$ cat config.mk
export PLATFORM = sky130hd
export DESIGN_NAME = l0_skew_buffer_flat
export DESIGN_NICKNAME = d
export VERILOG_FILES = /design/src/rtl/l0_pkg.sv /design/src/rtl/l0_skew_buffer_if.sv /design/src/rtl/l0_row_fifo.sv /design/src/rtl/l0_skew_buffer.sv /design/src/flat_wrapper.sv
export SDC_FILE = /design/constraint.sdc
export NUM_CORES = 2
export LEC_CHECK = 0
export BUFFER_PORTS_ARGS = -buffer_cell sky130_fd_sc_hd__buf_2
export CAP_MARGIN = 10
export CORE_ASPECT_RATIO = 0.7
export CORE_UTILIZATION = 55
export CTS_CLUSTER_SIZE = 16
export DETAILED_ROUTE_END_ITERATION = 12
export PLACE_DENSITY = 0.73
export SETUP_SLACK_MARGIN = 0.05
export SYNTH_ARGS = -nofsm -noshare
export SYNTH_HDL_FRONTEND = slang
export SYNTH_HIERARCHICAL = 1
export SYNTH_SLANG_ARGS = --single-unit
$ cat constraint.sdc
create_clock -name clk -period 3.75 [get_ports clk]
set_input_delay 0 -clock clk [delete_from_list [all_inputs] [get_ports clk]]
set_output_delay 0 -clock clk [all_outputs]
set_load 0.005 [all_outputs]
$ cat src/rtl/l0_pkg.sv
// Shared definitions for the L0 skew buffer: pointer-width helper and read-mode encodings.
package l0_pkg;

    typedef enum logic {
        MODE_SKEW  = 1'b0,
        MODE_BCAST = 1'b1
    } mode_e;

    function automatic int clog2(input int value);
        int bits;
        int v;
        bits = 0;
        v    = value - 1;
        while (v > 0) begin
            bits++;
            v = v >> 1;
        end
        return bits;
    endfunction

endpackage

$ cat src/rtl/l0_skew_buffer_if.sv
// Write/read bus between the SRAM-side driver (master) and the L0 skew buffer (slave).
interface l0_skew_buffer_if #(
    parameter int row   = 8,
    parameter int bw    = 4,
    parameter int depth = 64
);
    import l0_pkg::*;

    localparam int cw = clog2(depth) + 1;

    logic [row*bw-1:0] in;
    logic              wr;
    logic              rd;
    logic              mode;
    logic [row*bw-1:0] out;
    logic [row-1:0]    o_valid;
    logic              o_full;
    logic              o_ready;
    logic              o_empty;
    logic [cw-1:0]     o_count;

    modport master (
        output in, wr, rd, mode,
        input  out, o_valid, o_full, o_ready, o_empty, o_count
    );

    modport slave (
        input  in, wr, rd, mode,
        output out, o_valid, o_full, o_ready, o_empty, o_count
    );

endinterface

$ cat src/rtl/l0_row_fifo.sv
// Single-row FIFO with registered read data and a one-cycle valid pulse per successful read.
module l0_row_fifo
    import l0_pkg::*;
#(
    parameter int bw    = 4,
    parameter int depth = 64
) (
    input  logic                   clk,
    input  logic                   reset,
    input  logic                   wr,
    input  logic                   rd,
    input  logic [bw-1:0]          in,
    output logic [bw-1:0]          out,
    output logic                   o_valid,
    output logic                   o_full,
    output logic                   o_empty,
    output logic [clog2(depth):0]  o_count
);

    localparam int aw = clog2(depth);

    logic [aw:0]   wr_ptr;
    logic [aw:0]   rd_ptr;
    logic [bw-1:0] mem [depth];
    logic          wr_en;
    logic          rd_en;

    // Extra MSB on each pointer separates full from empty when the index bits match.
    assign o_empty = (wr_ptr == rd_ptr);
    assign o_full  = (wr_ptr[aw] != rd_ptr[aw]) && (wr_ptr[aw-1:0] == rd_ptr[aw-1:0]);
    assign o_count = wr_ptr - rd_ptr;
    assign wr_en   = wr && !o_full;
    assign rd_en   = rd && !o_empty;

    // NOTE: storage is deliberately left out of reset; the pointers alone define what is valid.
    always_ff @(posedge clk) begin
        if (wr_en) mem[wr_ptr[aw-1:0]] <= in;
    end

    // NOTE: sequential state uses <= so every register samples pre-edge values.
    always_ff @(posedge clk or posedge reset) begin
        if (reset) begin
            wr_ptr  <= '0;
            rd_ptr  <= '0;
            out     <= '0;
            o_valid <= 1'b0;
        end else begin
            o_valid <= rd_en;
            if (wr_en) wr_ptr <= wr_ptr + 1'b1;
            if (rd_en) begin
                rd_ptr <= rd_ptr + 1'b1;
                out    <= mem[rd_ptr[aw-1:0]];
            end
        end
    end

endmodule

$ cat src/rtl/l0_skew_buffer.sv
// L0 input buffer for the systolic array west edge: one FIFO per row, diagonal or broadcast reads.
module l0_skew_buffer
    import l0_pkg::*;
#(
    parameter int row   = 8,
    parameter int bw    = 4,
    parameter int depth = 64,
    parameter int skew  = 1
) (
    input  logic             clk,
    input  logic             reset,
    l0_skew_buffer_if.slave  bus
);

    localparam int plen = (row - 1) * skew + 1;
    localparam int cw   = clog2(depth) + 1;

    logic [plen-1:0] skew_pipe;
    logic            bcast_q;
    logic            skew_launch;
    logic [row-1:0]  rd_req;
    logic [row-1:0]  row_full;
    logic [row-1:0]  row_empty;
    logic [cw-1:0]   row_count [row];
    logic            full_any;
    logic            wr_ok;

    assign full_any    = |row_full;
    assign wr_ok       = bus.wr && !full_any;
    assign skew_launch = bus.rd && (bus.mode == MODE_SKEW);

    // Broadcast waves bypass the shift register so they never re-fire down the diagonal later.
    always_ff @(posedge clk or posedge reset) begin
        if (reset) begin
            skew_pipe <= '0;
            bcast_q   <= 1'b0;
        end else begin
            skew_pipe <= (skew_pipe << 1) | plen'(skew_launch);
            bcast_q   <= bus.rd && (bus.mode == MODE_BCAST);
        end
    end

    for (genvar i = 0; i < row; i++) begin : g_row
        assign rd_req[i] = skew_pipe[i*skew] || bcast_q;

        l0_row_fifo #(
            .bw    (bw),
            .depth (depth)
        ) u_fifo (
            .clk     (clk),
            .reset   (reset),
            .wr      (wr_ok),
            .rd      (rd_req[i]),
            .in      (bus.in[bw*i +: bw]),
            .out     (bus.out[bw*i +: bw]),
            .o_valid (bus.o_valid[i]),
            .o_full  (row_full[i]),
            .o_empty (row_empty[i]),
            .o_count (row_count[i])
        );
    end

    assign bus.o_full  = full_any;
    assign bus.o_ready = !full_any;
    assign bus.o_empty = &row_empty;
    assign bus.o_count = row_count[0];

endmodule

$ cat src/flat_wrapper.sv
// flat-port wrapper written by rule: the top's interface ports become plain ports
module l0_skew_buffer_flat import l0_pkg::*;
#(
    parameter int row   = 8,
    parameter int bw    = 4,
    parameter int depth = 64,
    parameter int skew  = 1
)
  (clk, reset, bus_in, bus_wr, bus_rd, bus_mode, bus_out, bus_o_valid, bus_o_full, bus_o_ready, bus_o_empty, bus_o_count);
  l0_skew_buffer_if #(.row(row), .bw(bw), .depth(depth)) bus_i ();
  input  logic clk;
  input  logic reset;
  input wire logic [$bits(bus_i.in)-1:0] bus_in;
  input wire logic [$bits(bus_i.wr)-1:0] bus_wr;
  input wire logic [$bits(bus_i.rd)-1:0] bus_rd;
  input wire logic [$bits(bus_i.mode)-1:0] bus_mode;
  output wire logic [$bits(bus_i.out)-1:0] bus_out;
  output wire logic [$bits(bus_i.o_valid)-1:0] bus_o_valid;
  output wire logic [$bits(bus_i.o_full)-1:0] bus_o_full;
  output wire logic [$bits(bus_i.o_ready)-1:0] bus_o_ready;
  output wire logic [$bits(bus_i.o_empty)-1:0] bus_o_empty;
  output wire logic [$bits(bus_i.o_count)-1:0] bus_o_count;
  assign bus_i.in = bus_in;
  assign bus_i.wr = bus_wr;
  assign bus_i.rd = bus_rd;
  assign bus_i.mode = bus_mode;
  assign bus_out = bus_i.out;
  assign bus_o_valid = bus_i.o_valid;
  assign bus_o_full = bus_i.o_full;
  assign bus_o_ready = bus_i.o_ready;
  assign bus_o_empty = bus_i.o_empty;
  assign bus_o_count = bus_i.o_count;
  l0_skew_buffer #(.row(row), .bw(bw), .depth(depth), .skew(skew)) u_core (.clk(clk), .reset(reset), .bus(bus_i));
endmodule
==> flow_summary.yaml <==
clock_network:
  cts_tree: "done"
  clkTransAtPathRegs_ps: 70
  numCtsBuffers: 200
  clk_path_buf_depth: 3
  clock-root-buffer: "clkbuf_16"
  h-tree-depth: 4
  post-cts-setup-buffers: 0
  clk_latency_ps: 830
  cts_sinks: 2209
final_layout:
  syn_to_final_growth_pct: 12.88
  drive_gt1_frac: 0.2405
  final_util: 0.6277
  fin_nets: 5486
  fillerInstances: 11150
  diodes: 0
sta:
  skew_ps: 40.68
  worst_pin_slew_ps: 1211
  slew_headroom: 0.1924
  setup_ws_ps: 131.5
  fin_crit_ps: 3619
  slew_viol_final: 0
  rsz0062_at_grt: "yes"
  period_share: 0.9649
  final_hold_viol_count: 0
  setup_violations: 0
  max_freq_mhz: 276.4
setup_path:
  r2r-end: "u_core/g_row[0].u_fifo/mem[37][1]"
  cp-endpoint: "u_core/g_row[0].u_fifo/mem[37][1]"
  crit_top_cell: "buf_4"
  max_stage_delay_ps: 470
  end_kind: "flop"
  cp.arrival_ps: 4110
  worst-path-stages: 11
  crit_required_ps: 4240
  r2r_cells: 11
  path_delay_family: "simple AND/OR/NAND/NOR gates"
  worstPathMaxFanout: 8
  startpoint_type: "flop"
  crit_start: "u_core/g_row[0].u_fifo/wr_ptr[2]"
  worstSetupPathType: "reg2reg"
  rrSetupSlack_ps: 130
  path_buf_inv: 3
  r2r-start: "u_core/g_row[0].u_fifo/wr_ptr[2]"
  cp_slowest_cell: "or4_1"
  cp_cell_sequence: "ha_1, nand2_1, nor4_1, buf_2, nor4_4, and4_2, buf_4, o41ai_4, or4_1, buf_4, nor2_1"
logic_synthesis:
  postSynthAreaPerCell_um2: 17.70
  yosysWarningCount: 6
  synth_nets: 5168
  synth_cells: 5066
  synth_area_mm2: 0.08968
floorplan:
  io_pins: 87
  core_mm2: 0.1613
  start_util: 0.5561
  fp.dieH_um: 339.9
  die_width_um: 484.6
  die-area_mm2: 0.1647
  rows: 123
outcome:
  status: "complete, no violations"
routing:
  avgRoutedWirePerCell_um: 26.43
  vias: 48460
  drc: 0
  ant_nets: 0
  initialDrtViolationCount: 5659
  viasPerCell: 6.306
  dr.pass1.iters: 6
  wirelength_mm: 203.1
global_route:
  grt_pass1_wl_mm: 306.9
  grt_antenna_before_repair: 1
  grtUsageTotal: 0.2480
  grt_pass1_vias: 47780
  grt_max_degree: 68
  overflow: 0
place:
  dp_slack_ps: -56.00
  dp_hpwl_mm: 126.2
  place.gp.congestion: 0.9043
  io_buffer_count: 86
power_and_ir_drop:
  p_leak_uw: 0.03296
  power_uw: 72610
  peakVddDrop_mv: 0.4328
  p_per_area_mw_per_mm2: 717.3
worst_hold_path:
  hp-class: "in2async"
flow_run:
  cap_violations: 0
==> worst register-to-register path: cells and delay by family, from the launching register on <==
family	cells	cell delay, ps
compound gates	1	160
fa+ha+maj	1	370
buf+inv	3	660
flops	1	430
simple gates	6	1640
==> layout by cell type (no fill, tap or decap), types with 18 or more instances in the layout <==
cell type      count
a21oi_1           94
ha_1              64
buf_12            26
buf_4            220
mux4_1            76
mux2_2            53
mux4_2           335
clkbuf_1          38
dlygate4sd3_1     40
bufinv_16         21
xor2_1            20
dfrtp_1          140
mux2i_1          167
nand2_1          181
or4_1             19
nand4_1           18
o21ai_0           51
a211oi_1          80
nor4_1            22
xnor2_1           83
nor2b_1           53
o22ai_1           35
edfxtp_1        2048
buf_2             87
clkinv_2          56
nand3_1          134
nor2_2           203
nor2_1           471
inv_1             68
nor3_1            64
clkinv_1          38
a22oi_1           73
clkbuf_16        207
==> cell type report <==
cell class,instances,area (um2),area share
sequential,2209,65580,0.6478
multi-input combinational,2517,23050,0.2277
clock buffer,253,5433,0.05366
timing repair buffer,373,3008,0.02971
tap,2125,2659,0.02626
clock inverter,124,1199,0.01184
inverter,83,311.5,0.003077
==> power by group <==
| group | switching (uW) | internal, uW |
|---|---|---|
| Sequential | 746 | 28500 |
| Combinational | 13800 | 8920 |
| Clock | 8920 | 11700 |
| Total | 23500 | 49200 |
==> what timing repair did <==
action | 4_1_cts | 5_1_grt
pin swaps | 0 | 1
hold buffers | 40 | 0
setup endpoints to repair | 210 | 1962
hold endpoints to repair | 1940 | 0
gates resized for setup | 24 | 223
==> layer usage <==
layer	wire length (um)	vias up	GRT usage
met3	20310	276	0.04834
met2	89090	2516	0.3533
met1	89750	24990	0.3943
met5	0	-	0
met4	3981	0	0.06303
li1	-	20670	-
==> through the flow <==
| stage | area [um2] | setup TNS [ps] | std cells | hold WS [ps] |
|---|---|---|---|---|
| after floorplan | 89690 | 0 | 5066 | -172.1 |
| after global placement | 93490 | -5168 | 7265 | 268.8 |
| after detailed placement | 93500 | -1187 | 7266 | 272.7 |
| after CTS | 100600 | 0 | 7683 | 5.922 |
| after global routing | 101200 | -256.3 | 7684 | 38.84 |
| final | 101200 | 0 | 7684 | 52.60 |
==> worst min-delay path by stage <==
stage                        start                   to  slack [ps]  cells past startpoint
after global routing         reset  u_core/skew_pipe[5]          40                      3
after global placement    bus_mode  u_core/skew_pipe[0]         270                      2
after floorplan              reset       u_core/bcast_q        -170                      1
final                        reset  u_core/skew_pipe[5]          50                      3
after CTS                    reset  u_core/skew_pipe[5]           6                      3
after detailed placement  bus_mode  u_core/skew_pipe[0]         270                      2
==> state kept, by name (all words and copies together), names as in the netlist <==
name and count:
u_core/g_row.u_fifo/mem 2048, u_core/g_row.u_fifo/o_valid 8, u_core/g_row.u_fifo/out 32, u_core/bcast_q 1, u_core/g_row.u_fifo/wr_ptr 56, u_core/skew_pipe 8, u_core/g_row.u_fifo/rd_ptr 56
(Power assumes the default switching activity.)
